[src/rtl/id_ex_stage_register_pkg.sv]
// Shared pipeline definitions: control-word bit positions, forward-select encodings
// and default datapath widths used by the ID/EX stage.
package id_ex_stage_register_pkg;

  localparam int DEFAULT_DATA_W = 32;
  localparam int DEFAULT_REG_AW = 5;
  localparam int DEFAULT_CTRL_W = 8;

  localparam int CTRL_REGWRITE = 0;
  localparam int CTRL_MEMWRITE = 1;

  typedef logic [1:0] fwd_sel_t;

  localparam fwd_sel_t FWD_RF  = 2'b00;
  localparam fwd_sel_t FWD_WB  = 2'b01;
  localparam fwd_sel_t FWD_MEM = 2'b10;

endpackage

[src/rtl/id_ex_stage_register_forward_select.sv]
// Execute-stage operand forwarding select for one source operand.
// MEM result beats WB result; x0 and bubbles never forward.
module forward_select
  import id_ex_stage_register_pkg::*;
#(
  parameter int REG_AW = DEFAULT_REG_AW
) (
  input  logic [REG_AW-1:0] RsE,
  input  logic              ValidE,
  input  logic              RegWriteM,
  input  logic [REG_AW-1:0] RdM,
  input  logic              RegWriteW,
  input  logic [REG_AW-1:0] RdW,
  output fwd_sel_t          Forward
);

  always_comb begin
    Forward = FWD_RF;
    // A zero RsE makes both destination matches imply Rd==0, so one test covers x0.
    if (ValidE && (RsE != '0)) begin
      if (RegWriteM && (RdM == RsE)) begin
        Forward = FWD_MEM;
      end else if (RegWriteW && (RdW == RsE)) begin
        Forward = FWD_WB;
      end
    end
  end

endmodule

[src/rtl/id_ex_stage_register.sv]
// ID/EX pipeline register with stall/flush control and the execute-stage
// forwarding selects derived from the registered source specifiers.
module id_ex_stage_register
  import id_ex_stage_register_pkg::*;
#(
  parameter int DATA_W = DEFAULT_DATA_W,
  parameter int REG_AW = DEFAULT_REG_AW,
  parameter int CTRL_W = DEFAULT_CTRL_W
) (
  input  logic              clk,
  input  logic              rst_n,
  input  logic              StallE,
  input  logic              FlushE,
  input  logic [DATA_W-1:0] RD1D,
  input  logic [DATA_W-1:0] RD2D,
  input  logic [DATA_W-1:0] ImmExtD,
  input  logic [DATA_W-1:0] PCPlus4D,
  input  logic [REG_AW-1:0] Rs1D,
  input  logic [REG_AW-1:0] Rs2D,
  input  logic [REG_AW-1:0] RdD,
  input  logic [CTRL_W-1:0] CtrlD,
  input  logic              RegWriteM,
  input  logic [REG_AW-1:0] RdM,
  input  logic              RegWriteW,
  input  logic [REG_AW-1:0] RdW,
  output logic [DATA_W-1:0] RD1E,
  output logic [DATA_W-1:0] RD2E,
  output logic [DATA_W-1:0] ImmExtE,
  output logic [DATA_W-1:0] PCPlus4E,
  output logic [REG_AW-1:0] Rs1E,
  output logic [REG_AW-1:0] Rs2E,
  output logic [REG_AW-1:0] RdE,
  output logic [CTRL_W-1:0] CtrlE,
  output logic              ValidE,
  output logic [1:0]        ForwardAE,
  output logic [1:0]        ForwardBE
);

  // Flush outranks stall so a load-use hold cannot keep a squashed instruction alive.
  always_ff @(posedge clk or negedge rst_n) begin
    if (!rst_n) begin
      RD1E     <= '0;
      RD2E     <= '0;
      ImmExtE  <= '0;
      PCPlus4E <= '0;
      Rs1E     <= '0;
      Rs2E     <= '0;
      RdE      <= '0;
      CtrlE    <= '0;
      ValidE   <= 1'b0;
    end else if (FlushE) begin
      RD1E     <= '0;
      RD2E     <= '0;
      ImmExtE  <= '0;
      PCPlus4E <= '0;
      Rs1E     <= '0;
      Rs2E     <= '0;
      RdE      <= '0;
      CtrlE    <= '0;
      ValidE   <= 1'b0;
    end else if (!StallE) begin
      RD1E     <= RD1D;
      RD2E     <= RD2D;
      ImmExtE  <= ImmExtD;
      PCPlus4E <= PCPlus4D;
      Rs1E     <= Rs1D;
      Rs2E     <= Rs2D;
      RdE      <= RdD;
      CtrlE    <= CtrlD;
      ValidE   <= 1'b1;
    end
  end

  forward_select #(.REG_AW(REG_AW)) u_fwd_a (
    .RsE       (Rs1E),
    .ValidE    (ValidE),
    .RegWriteM (RegWriteM),
    .RdM       (RdM),
    .RegWriteW (RegWriteW),
    .RdW       (RdW),
    .Forward   (ForwardAE)
  );

  forward_select #(.REG_AW(REG_AW)) u_fwd_b (
    .RsE       (Rs2E),
    .ValidE    (ValidE),
    .RegWriteM (RegWriteM),
    .RdM       (RdM),
    .RegWriteW (RegWriteW),
    .RdW       (RdW),
    .Forward   (ForwardBE)
  );

endmodule

[config.mk]
export PLATFORM = sky130hd
export DESIGN_NAME = id_ex_stage_register
export DESIGN_NICKNAME = d
export VERILOG_FILES = /design/src/rtl/id_ex_stage_register_pkg.sv /design/src/rtl/id_ex_stage_register_forward_select.sv /design/src/rtl/id_ex_stage_register.sv
export SDC_FILE = /design/constraint.sdc
export NUM_CORES = 1
export LEC_CHECK = 0
export CORE_MARGIN = 3
export CORE_UTILIZATION = 25
export CTS_CLUSTER_DIAMETER = 30
export DETAILED_ROUTE_END_ITERATION = 10
export HOLD_SLACK_MARGIN = 0.08
export PLACE_DENSITY = 0.63
export SETUP_SLACK_MARGIN = 0.4
export SLEW_MARGIN = 10
export SYNTH_ARGS = -nofsm -noshare
export SYNTH_HDL_FRONTEND = slang
export SYNTH_HIERARCHICAL = 1
export SYNTH_SLANG_ARGS = --single-unit
[constraint.sdc]
create_clock -name clk -period 2.4 [get_ports clk]
set_input_delay 0.24 -clock clk [delete_from_list [all_inputs] [get_ports clk]]
set_output_delay 0.24 -clock clk [all_outputs]
set_load 0.05 [all_outputs]
==> results by group <==
GRT
  • Vias in the first global route: 5,270
  • Grt peak-use layer: met2
  • Pin count of the biggest net entering global routing: 153
  • Met2 Use GR: 22.7%
  • Antenna violations before repair: 0
  • Tot GR Track Use: 13.7%
  • First-pass GRT wire length: 30,500 um
  • GRT met3 Usage: 4.40%
  • Grt ovf: 0
  • Met1 usage: 17.3%

STA
  • Max Slew Vio Count: 0
  • Period Utilization, post-route: 91.1%
  • Finish-stage setup viols: 0
  • Max-slew headroom: 48.2%
  • Achievable frequency: 457 MHz
  • Worst-Margin Slew: 776 ps
  • Setup TNS Final: 0 ps
  • Tmin final: 2190 ps
  • RSZ-0062 raised after global routing: true
  • Final Hold Viols: 0
  • Clock skew: 0 ps

Synthesis
  • Yosys warning count: 6
  • Yosys cell types: 18
  • Synth Area in Simple Gates: 10.6%
  • Sequential share of the synthesized area: 59.2%
  • Synth Area per Inst: 12.2 sq um
  • Synth Cell Area: 6430 sq um
  • Mapped Cells: 526
  • Mapped Nets: 693
  • Post-synthesis compound-gate area fraction: 0.350%
  • Post-synthesis mux area share: 23.5%
  • Adder-Cell Fraction of Synth Area: 0%
  • Seq cells post-synth: 152
  • Synth Area in XOR/XNOR: 2.73%
  • Largest family of logic cells by synthesized area: multiplexers

Clocking
  • Largest buffer count on any clock path: 2
  • CTS tree: built
  • Reg clk slew, reported paths: 70 ps
  • Clock buffer count from CTS: 17
  • Clk root buf: clkbuf_16
  • Clock sinks: 152
  • Clk_lat worst skew: 410 ps
  • H-Tree Depth: 4

Worst setup path
  • Crit path DAT: 1950 ps
  • Required time worst endpoint: 2160 ps
  • Critical Path End Type: output pin
  • R2R depth: 3
  • Kind of critical path: reg -> out
  • Worst setup SP type: flop
  • Crit Path Max Fanout: 4

Drt
  • DR iter-0 viols: 228
  • Drt total wl: 19,200 um
  • Final ANT Viol Nets: 0
  • Mean number of vias per cell: 4.20
  • Vias: 5,026
  • Drc violations: 0
  • Wirelength per Cell: 16.0 um
  • Drt first pass iters: 6

Floorplanning
  • Io pins: 323
  • Core box area: 25,300 sq um
  • Die Wd: 166 um
  • Row count: 58
  • Die area: 27,700 sq um
  • Initial core utilization: 25.4%
  • Die Y: 166 um

Pwr
  • Sw Pwr: 2180 uW
  • Power share of the combinational group: 22.8%
  • Switching share of power: 31.0%
  • Clock power frac: 37.3%
  • Internal Power: 4850 uW
  • Lkg Pwr: 0.00495 uW
  • Worst vdd ir: 0.361 mV
  • P per Cell Area: 655 nW/um^2
  • Flop pwr share: 39.8%

Placement
  • Routability Congestion: 0.773
  • Port Buf Inserts: 322
  • Post-Place Cell Area: 10,100 sq um
  • DP HPWL: 13,600 um

Finish
  • Fin util: 42.5%
  • Fin nets: 1,021
  • Area growth syn-to-layout: 66.9%
  • Commonest non-fill, non-tap cells in the layout: clkdlybuf4s50_1 (312), mux2i_1 (151), nor2_1 (151)
  • Layout cells sized above 1: 9.11%
  • Design area: 10,700 sq um
  • Fillers: 2,437
  • Commonest non-fill, non-tap cell in the layout: clkdlybuf4s50_1

Min path
  • HP Class: in -> reg
  • Hold path depth: 3

Status
  • Status: finished, final reports clean

Job
  • Number of max-cap violations: 0
## synth_stat cells, drive strengths merged
cell type,instances,area [sq um]
nor2,153,574
dfrtp,152,3800
mux2i,151,1510
buf,23,189
xor2,16,140
clkbuf,11,41.3
nand3,4,20.0
nor4,4,37.5
xnor2,4,35.0
nor3b,2,25.0
o21ai,2,17.5
or4,2,22.5
a21oi,1,5.00
inv,1,3.75
## path summary, 6_finish.rpt
check                                           to  slack (ps)               startpoint
min in group asynchronous     RD1E[11]$_DFFE_PN0P_         430                    rst_n
hold reg to reg            ImmExtE[18]$_DFFE_PN0P_         520  ImmExtE[18]$_DFFE_PN0P_
hold / removal                CtrlE[5]$_DFFE_PN0P_         360                   FlushE
max in group asynchronous     RD2E[23]$_DFFE_PN0P_        1300                    rst_n
setup reg to reg               Rs1E[4]$_DFFE_PN0P_        1490      Rs1E[4]$_DFFE_PN0P_
setup / recovery                      ForwardBE[1]         210      Rs2E[2]$_DFFE_PN0P_
## metrics by stage
step | total power (uW) | hold WS [ps] | setup WS [ps] | cells
floorplan | 3720 | -55.6 | 395 | 526
global placement | 4430 | 325 | 398 | 1159
detailed placement | 4450 | 323 | 362 | 1159
CTS | 7140 | 398 | 192 | 1192
global route | 7360 | 400 | 112 | 1197
finish | 7030 | 364 | 213 | 1198
## kinds of logic (layout without fill, tap and decap cells)
logic type,Yosys count,after routing
buf+inv,35,376
xor+xnor,20,20
other cells,0,1
compound gates,3,3
flops,152,152
simple gates,165,165
mux,151,151
## critical path, cell delays in order, from the launching register on
cell and delay (ps):
dfrtp_2 440, buf_4 150, or4_4 540, o21ai_4 190, nor2_2 70, buf_12 150
## metal layers
metal	vias up	part of all wire, %	wire [um]
met5	-	0	0
li1	2394	-	-
met4	0	1.4	275
met1	2433	43	8260
met2	184	49	9380
met3	15	6.9	1320
## area by class of cell
cell class                      count  area [sq um]  share of cell area (%)
Sequential cell                   152          3810                    35.5
Timing Repair Buffer              343          3480                    32.4
Multi-Input combinational cell    339          2450                    22.8
Clock buffer                       18           429                    4.00
Tap cell                          330           413                    3.85
Clock inverter                     14           140                    1.31
Inverter                            1          3.75                  0.0350
Antenna cell                        1          2.50                  0.0233
## sequential cells by signal, summed over array words and instances (netlist names)
register	flops
RD2E	32
Rs1E	5
PCPlus4E	32
ValidE	1
Rs2E	5
RdE	5
ImmExtE	32
CtrlE	8
RD1E	32
## power groups by stage
stage	Sequential (uW)	Clock, uW	Combinational [uW]
final	2800	2620	1600
after global routing	2820	2850	1700
after detailed placement	2840	0	1600
after CTS	2800	2730	1610
after floorplan	3350	0	365
after global placement	2840	0	1600
## repair_timing
item / CTS / global route
pin swaps: 5 / 11
buffers inserted: 0 / 5
endpoints found under the hold margin: 62 / 0
setup endpoints to repair: 7 / 6
hold buffers: 1 / 0
resized for setup: 11 / 5
Power figures use the tool's default switching activity.
